## config.mk

```make
export PLATFORM = sky130hd
export DESIGN_NAME = wimax_deinterleaver
export DESIGN_NICKNAME = d
export VERILOG_FILES = /design/src/rtl/wimax_deinterleaver.sv
export SDC_FILE = /design/constraint.sdc
export NUM_CORES = 1
export LEC_CHECK = 0
export BUFFER_PORTS_ARGS = -buffer_cell sky130_fd_sc_hd__buf_2
export CAP_MARGIN = 20
export CORE_UTILIZATION = 45
export CTS_BUF_LIST = sky130_fd_sc_hd__clkbuf_8
export DETAILED_ROUTE_END_ITERATION = 16
export GPL_TIMING_DRIVEN = 0
export SYNTH_ARGS = -nofsm -noshare
export SYNTH_HDL_FRONTEND = slang
export SYNTH_SLANG_ARGS = --single-unit
export TNS_END_PERCENT = 100
```

## constraint.sdc

```tcl
create_clock -name clk_ref -period 7.35 [get_ports clk_ref]
set_input_delay 0.735 -clock clk_ref [delete_from_list [all_inputs] [get_ports clk_ref]]
set_output_delay 0.735 -clock clk_ref [all_outputs]
set_load 0.02 [all_outputs]
```

## src/rtl/wimax_deinterleaver.sv

```systemverilog
// wimax_deinterleaver: QPSK block deinterleaver (s=1) with ping-pong banks for bubble-free streaming
module wimax_deinterleaver #(
   parameter int NCBPS = 192,
   parameter int D = 16
) (
   input  logic clk_ref,
   input  logic rst_n,
   input  logic valid_in,
   input  logic data_in,
   output logic ready_out,
   output logic valid_out,
   output logic data_out,
   input  logic ready_in,
   output logic block_done
);
   localparam int R = NCBPS / D;
   localparam int CW = $clog2(R);
   localparam int RW = $clog2(D);
   localparam int AW = $clog2(NCBPS);
   localparam logic [CW-1:0] COL_LAST = CW'(R - 1);
   localparam logic [RW-1:0] ROW_LAST = RW'(D - 1);
   localparam logic [AW-1:0] ADDR_LAST = AW'(NCBPS - 1);

   logic [1:0][NCBPS-1:0] bank;
   logic [1:0] full;
   logic wr_sel, rd_sel;
   logic [CW-1:0] col;
   logic [RW-1:0] row;
   logic [AW-1:0] wr_addr, rd_addr;
   logic wr_acc, wr_last, rd_xfer, rd_last;

   always_comb begin
      ready_out = rst_n & ~full[wr_sel];
      valid_out = full[rd_sel];
      data_out = valid_out ? bank[rd_sel][rd_addr] : 1'b0;
      wr_addr = AW'(col) * AW'(D) + AW'(row);
      wr_acc = valid_in & ready_out;
      wr_last = wr_acc && col == COL_LAST && row == ROW_LAST;
      rd_xfer = valid_out & ready_in;
      rd_last = rd_xfer && rd_addr == ADDR_LAST;
   end

   // full set and clear always address different banks, so both may fire on one edge
   always_ff @(posedge clk_ref or negedge rst_n) begin
      if (!rst_n) begin
         bank <= '0;
         full <= '0;
         wr_sel <= 1'b0;
         rd_sel <= 1'b0;
         col <= '0;
         row <= '0;
         rd_addr <= '0;
         block_done <= 1'b0;
      end else begin
         block_done <= rd_last;
         if (wr_acc) begin
            bank[wr_sel][wr_addr] <= data_in;
            col <= (col == COL_LAST) ? '0 : col + 1'b1;
            if (col == COL_LAST) row <= (row == ROW_LAST) ? '0 : row + 1'b1;
         end
         if (wr_last) begin
            full[wr_sel] <= 1'b1;
            wr_sel <= ~wr_sel;
         end
         if (rd_xfer) rd_addr <= rd_last ? '0 : rd_addr + 1'b1;
         if (rd_last) begin
            full[rd_sel] <= 1'b0;
            rd_sel <= ~rd_sel;
         end
      end
   end
endmodule

```

# After elaboration in Yosys (flattened, before gate mapping)
# Cells that the tools add are included.
dict set report op_classes {
  n_eq_ne 3
  reduce_logical 7
  n_mux 23
  bitwise_logic 9
  add_sub_neg 4
  magnitude_cmp 7
}
# cell n
set ops {}
lappend ops {{two-way mux 192 bit} 3}
lappend ops {{bitwise mux 384 bit} 1}
lappend ops {{demux 192 bit (select 1 bit)} 1}
lappend ops {{< comparator 8 x 9 -> 1 bit, second input constant} 2}
lappend ops {{two-way mux 1 bit} 9}
lappend ops {{adder 4 x 1 -> 4 bit, second input constant} 2}
lappend ops {{adder 8 x 1 -> 8 bit, second input constant} 1}
lappend ops {{adder 8 x 4 -> 8 bit} 1}
lappend ops {{binary-select mux 1 bit (select 8 bit)} 1}
lappend ops {{demux 1 bit (select 8 bit)} 1}
lappend ops {{== test 4 bit, second input constant} 2}
lappend ops {{== test 8 bit, second input constant} 1}
lappend ops {{>= comparator 8 x 1 -> 1 bit, second input constant} 1}
lappend ops {{two-way mux 4 bit} 2}
lappend ops {{two-way mux 8 bit} 1}
lappend ops {{logical AND 1 bit} 6}
lappend ops {{< comparator 1 x 2 -> 1 bit, second input constant} 2}
lappend ops {{two-way mux 2 bit} 2}
lappend ops {{AND 1 bit} 3}
lappend ops {{inverter 1 bit} 3}
lappend ops {{AND 2 bit} 1}
lappend ops {{demux 1 bit (select 1 bit)} 2}
lappend ops {{>= comparator 1 bit, second input constant} 2}
lappend ops {{inverter 2 bit} 1}
lappend ops {{other kinds (2)} 2}
dict set report word_totals {
  input_bits 5
  elab_cells 62
  reg_bits 405
  output_inout_bits 4
}

# Depth between registers and ports, before layout
# Gate-level depths: netlist of the first run.
dict set report logic_depth {
  ltp_word 10
  ltp_mapped 11
  mapped_depth_nobuf 8
}

# Least setup slack after synthesis of the first run
# No wires, ideal clock.
dict set report synth_path {
  path_type {register to output}
  from {register rd_addr[0]}
  to {output data_out}
  path_stages_with_launch 11
  required_ps 6615
  path_buffers 4
  path_slack_ps 4131
  arrival_time_ps 2484
  path_cell_list {dfrtp_1 > buf_2 > buf_4 > clkbuf_1 > buf_2 > mux4_2 > a22oi_1 > nand4_1 > a32oi_1 > o211ai_1 > a221o_1}
}
dict set report synth_between {
  elab_chain_len 3
}
# item line
set synth_rtl {}
lappend synth_rtl {{start, declared} 29} ;# logic [AW-1:0] wr_addr, rd_addr;
lappend synth_rtl {{start signal, assigned} 65} ;# if (rd_xfer) rd_addr <= rd_last ? '0 : rd_addr + 1'b1;
lappend synth_rtl {{binary-select mux 1 bit (select 8 bit)} 35} ;# data_out = valid_out ? bank[rd_sel][rd_addr] : 1'b0;
lappend synth_rtl {{two-way mux 1 bit (not written as such)} 35}
lappend synth_rtl {{two-way mux 1 bit} 35}
lappend synth_rtl {{end, declared} 12} ;# output logic data_out,
# No other way between the ends. The select of a mux whose other input is x is not followed.

# Worst setup path in the final report of the first run
# Ends and elaborated chain as after synthesis.

==> key figures, run 1 <==
Worst setup path
  • Most frequent CP cell: buf_2
  • Critical Path AT: approximately 5 ns
  • Max FO, Critical Path: 10
  • Worst Path Required: approximately 6.6 ns
  • Worst flop-to-flop path endpoint: bank[87]
  • Flop-to-flop setup slack: 3.65 ns
  • Critical R2R Launch: wr_sel
  • WP buf/inv: 5
  • Crit Path Category: reg2out
  • CP Capture Type: output port
  • Reg2Reg Depth: 9
  • Worst Setup Start Kind: flip-flop
  • Slowest cell on crit path: clkbuf_1
  • Largest stage delay on the critical path: roughly 0.79 ns
  • CP Cell Sequence: buf_2 > buf_4 > clkbuf_1 > buf_2 > mux4_2 > a22oi_1 > nand4_1 > a32oi_1 > o211ai_1 > a221o_1 > buf_2
  • Cell family with most CP delay: buffers and inverters

STA
  • Final worst slack: ~1.6 ns
  • Final Skew: ~0.024 ns
  • Tmin final: ~5.7 ns
  • Fmax: 175 MHz
  • Worst-margin pin slew: 1.10 ns
  • Period utilisation layout: 0.778
  • Fin Hold WS: roughly 0.038 ns
  • Final setup fails: 0
  • Fin. Hold Viols: 0
  • Sum Neg Setup Slack: 0 ns
  • Relative slew slack: 0.263
  • RSZ-0062 raised after global routing: no
  • Fin. max-slew vios: 0

Floorplan
  • Die H: between 200 and 250 microns
  • Die Span X: 215 microns
  • Die area: roughly 0.046 sq mm
  • Core area: around 0.044 sq mm
  • Num rows: 77
  • Ports: 9
  • Initial core utilization: 0.459

Yosys
  • Yosys cell types: 49
  • YS warnings: 0
  • Post-Synthesis Cells: approximately 2,200
  • Synth Cell Area: ~0.02 sq mm
  • Syn Area/Cell: ~9.4 sq um
  • Ys flop type: dfrtp_1
  • Post-synth EDFFs: 0
  • Synthesized Nets: about 2,200
  • Asr flop ratio synth: 1.00
  • Post-synthesis register bit count: a little over 400
  • Seq/Total Area, Yosys: 0.498

Clocking
  • TritonCTS clock tree: built
  • # clock sinks: 405
  • Root Buffer: clkbuf_8
  • Post-CTS setup repair buffer count: 0
  • CTS Buffer Depth: 3
  • CTS Hold Bufs: 0
  • Post-CTS Resized: 0
  • Number of CTS-inserted buffers: just over 70
  • H-tree depth: 3
  • Worst-path clk slew: roughly 0.06 ns
  • Worst skew pair latency: 0.69 ns

Route
  • Routed met2 length: between 30,000 and 40,000 microns
  • Drt total wl: 80,300 microns
  • DR pass1 iterations: 6
  • Max layer used: met4
  • Final ANT Viol Nets: 0
  • 1st-iter DRT viols: between 2,000 and 3,000
  • Via/cell ratio: roughly 6.4
  • WL/cell: approximately 28 microns
  • Post-route DRC: 0
  • Met3 routed WL: 9030 microns
  • Post-route met1 wirelength: around 31,000 microns
  • Vias: roughly 19,000

Run status
  • Result of the run: finished, final reports clean

Layout
  • Share of layout cells above drive strength 1: 0.0932
  • Most common cell after layout, fill and taps aside: nand2_1
  • # fillers: ~4,100
  • Commonest cells after routing, fill and taps aside: 438 x nand2_1, 405 x dfrtp_1, 366 x nand3_1
  • Final Instance Count excl. Fillers: between 2,000 and 3,000
  • Nets: around 2,300
  • Fin area: 0.0226 sq mm
  • Area added between synthesis and finish: 11.1%

Placed design
  • IO Port Bufs: 7
  • Placed cells: 2,777
  • Place WS: ~2.5 ns
  • Detailed Place HPWL: approximately 57,000 microns
  • DP Area: between 0.02 and 0.025 sq mm
  • Gpl congestion: ~1.0

GRT
  • First-pass GRT wire length: between 100,000 and 150,000 microns
  • GRT Total Usage: 0.351
  • Largest net degree at the start of global routing: 120
  • Grt ovf: 0
  • Vias in the first global route: approximately 18,000
  • Initial antenna violation count: 0

Pwr
  • Leak: between 10 and 15 nW
  • Power Density: between 200 and 250 mW/mm^2
  • Worst VDD drop: roughly 170 uV

Hold path
  • Worst Hold Class: in2async

Job
  • Max Cap Violations: 0
-- routing by layer --
metal,global-route usage,up-vias
met3,0.0958,262
met2,0.524,1181
met1,0.466,9307
met4,0.186,0
met5,0,-
li1,-,7797
-- area by class of cell --
class                      count  area, sq um  area share
tap                          592          741      0.0327
inverter                      11         41.3     0.00182
timing repair buffer          12          150     0.00664
buffer                       233          943      0.0417
sequential                   405        10100       0.448
clock inverter                33          136     0.00603
antenna                        1         2.50    0.000111
multi-input combinational   1524         9250       0.409
clock buffer                  89         1220      0.0541
-- how the worst max path moves through the flow --
stage / from / slack [ns] / depth (start not counted) / end
finish: rd_addr[0] / 1.63 / 11 / data_out
global route: rd_addr[0] / 1.62 / 11 / data_out
CTS: rd_addr[0] / 1.79 / 11 / data_out
detailed placement: rd_addr[0] / 2.53 / 11 / data_out
global placement: rst_n / -3.55 / 8 / bank[248]
floorplan: rd_addr[0] / 4.13 / 10 / data_out
-- synthesized netlist by cell type, types with 13 or more instances --
cell type,n,area share
buf_2,13,0.0032
mux2_1,33,0.018
mux2i_1,60,0.029
o21ai_1,101,0.025
o21ai_0,266,0.065
and2_1,34,0.010
mux4_2,75,0.083
clkbuf_1,204,0.038
a21oi_1,21,0.0052
nor2_1,19,0.0035
dfrtp_1,405,0.50
nand2_1,438,0.081
nand3_1,366,0.090
-- registers in the layout (all words and copies together) (netlist names) --
signal,count
bank,384
rd_sel,1
rd_addr,8
row,4
wr_sel,1
full,2
block_done,1
col,4
-- stage by stage --
step	utilization	total power (W)
5_1_grt	0.509	0.00553
3_5_place_dp	0.479	0.00330
6_report	0.509	0.00539
4_1_cts	0.509	0.00534
3_3_place_gp	0.476	0.00328
2_1_floorplan	-	0.00285
-- power breakdown --
part	total [W]	switching [W]	internal (W)
Combinational	0.000927	0.000755	0.000172
Sequential	0.00238	0.0000659	0.00232
Clock	0.00208	0.000997	0.00108
Total	0.00539	0.00182	0.00357
-- logic make-up (layout without fill, tap and decap cells) --
kind of cell,after synthesis,in the layout,synth area share
AND/OR/NAND/NOR,890,890,0.195
AO/OA/AOI/OAI,446,446,0.118
flip-flops,405,405,0.498
buffers and inverters,244,378,0.0484
multiplexers,172,172,0.133
adder cells (fa/ha/maj),9,9,0.00553
XOR/XNOR,7,7,0.00301
other,0,1,0
Power figures use the tool's default switching activity.
==> run 2: changes to the inputs <==
Clock period 7.35 ns to 5.9 ns, I/O delays scaled along.
==> run 2 against run 1 <==
  * Combinational power grew 25%
  * Clock power is 25% higher
  * Count of clock-buffer cells in the layout is the same
==> key figures, run 2 (synthesis results as in run 1) <==
Clocking
  • # clock sinks: slightly above 400
  • Worst-path clk slew: around 0.06 ns
  • Root Buffer: clkbuf_8
  • H-tree depth: 3
  • Worst skew pair latency: a little under 0.7 ns
  • TritonCTS clock tree: built
  • Post-CTS Resized: 0
  • Post-CTS setup repair buffer count: 0
  • CTS Buffer Depth: 3
  • Number of CTS-inserted buffers: between 70 and 80
  • CTS Hold Bufs: 1

Floorplan
  • Ports: 9
  • Die H: roughly 210 microns
  • Core area: roughly 0.044 sq mm
  • Die area: 0.0461 sq mm
  • Die Span X: 215 microns
  • Num rows: between 70 and 80
  • Initial core utilization: 0.459

GRT
  • First-pass GRT wire length: 119,000 microns
  • Initial antenna violation count: 0
  • Grt ovf: 0
  • Largest net degree at the start of global routing: 120
  • GRT Total Usage: 0.351
  • Vias in the first global route: about 18,000

STA
  • Fin. max-slew vios: 0
  • Period utilisation layout: 0.944
  • Fmax: ~180 MHz
  • RSZ-0062 raised after global routing: no
  • Fin Hold WS: ~0.48 ns
  • Final setup fails: 0
  • Final Skew: roughly 0.018 ns
  • Relative slew slack: 0.255
  • Tmin final: about 5.6 ns
  • Worst-margin pin slew: around 1.1 ns
  • Fin. Hold Viols: 0
  • Sum Neg Setup Slack: 0 ns

Route
  • DR pass1 iterations: 6
  • Final ANT Viol Nets: 0
  • Post-route DRC: 0
  • WL/cell: 27.7 microns
  • Vias: 18,700
  • Drt total wl: 80,300 microns
  • Via/cell ratio: ~6.4
  • 1st-iter DRT viols: roughly 2,800

Hold path
  • Worst Hold Class: in2reg
  • Critical hold path startpoint: valid_in

Worst setup path
  • Max FO, Critical Path: 10
  • CP Capture Type: output port
  • Worst Setup Start Kind: flip-flop
  • Critical Path AT: 4.98 ns
  • Critical R2R Launch: wr_sel
  • Crit Path Category: reg2out
  • Worst Path Required: approximately 5.3 ns
  • Flop-to-flop setup slack: ~2.2 ns
  • Worst setup path start: rd_addr[0]

Layout
  • Largest registers: bank (384), rd_addr (8)
  • Area added between synthesis and finish: 11.1%
  • Nets: approximately 2,300
  • Commonest cells after routing, fill and taps aside: 438 x nand2_1, 405 x dfrtp_1, 366 x nand3_1
  • Antenna diodes: 0
  • Most common cell after layout, fill and taps aside: nand2_1
  • Largest register FFs: between 300 and 400
  • Final Util: 0.510
  • Share of layout cells above drive strength 1: 0.0932
  • Top reg by flops: bank

Placed design
  • Detailed Place HPWL: ~57,000 microns
  • IO Port Bufs: 7
  • Gpl congestion: 0.996

Run status
  • Result of the run: finished, final reports clean

Pwr
  • Power Density: ~300 mW/mm^2
  • Pwr Total: about 0.0067 W
  • Worst VDD drop: approximately 210 uV
  • Leak: about 11 nW

Job
  • Max Cap Violations: 0
[run 2: changes by cell type in the layout (fill, tap and decap cells not counted)]
cell / change
dlygate4sd3_1: +1
diode_2: -1
[run 2: worst max-delay path, cell delays in order (launching register included)]
cell and delay, ns:
dfrtp_1 0.36, buf_2 0.29, buf_4 0.28, clkbuf_1 0.79, buf_2 0.63, mux4_2 0.40
a22oi_1 0.21, nand4_1 0.26, a32oi_1 0.29, o211ai_1 0.12, a221o_1 0.45, buf_2 0.20
[run 2: power breakdown]
group | switching [W] | internal, W | total [W]
Clock | 0.00124 | 0.00135 | 0.00259
Combinational | 0.000944 | 0.000214 | 0.00116
Sequential | 0.0000819 | 0.00289 | 0.00297
[run 2: final timing paths]
kind                       depth (start not counted)        end
hold / removal                                     3     col[3]
setup reg to reg                                   9   bank[88]
hold reg to reg                                    2    bank[1]
setup / recovery                                  11   data_out
min in group asynchronous                          2  bank[355]
max in group asynchronous                          4   bank[72]
[run 2: through the flow]
| step | std cells | instance area (sq um) | worst slack (ns) |
|---|---|---|---|
| 3_3_place_gp | 2772 | 21100 | -4.86 |
| 3_5_place_dp | 2777 | 21300 | 1.23 |
| 4_1_cts | 2900 | 22600 | 0.484 |
| 6_report | 2900 | 22600 | 0.331 |
| 5_1_grt | 2900 | 22600 | 0.314 |
| 2_1_floorplan | 2173 | 20400 | 2.83 |
[run 2: final cells by class]
| type | count | area [sq um] |
|---|---|---|
| Buffer | 233 | 943 |
| Clock buffer | 89 | 1220 |
| Clock inverter | 33 | 136 |
| Fill cell | 4129 | 21800 |
| Inverter | 11 | 41.3 |
| Multi-Input combinational cell | 1524 | 9250 |
| Sequential cell | 405 | 10100 |
| Tap cell | 592 | 741 |
| Timing Repair Buffer | 13 | 160 |
[run 2: per-layer routing]
| layer | part of all wire | track usage |
|---|---|---|
| met4 | 0.055 | 0.186 |
| met5 | 0 | 0 |
| met3 | 0.12 | 0.0958 |
| met1 | 0.38 | 0.466 |
| met2 | 0.44 | 0.525 |
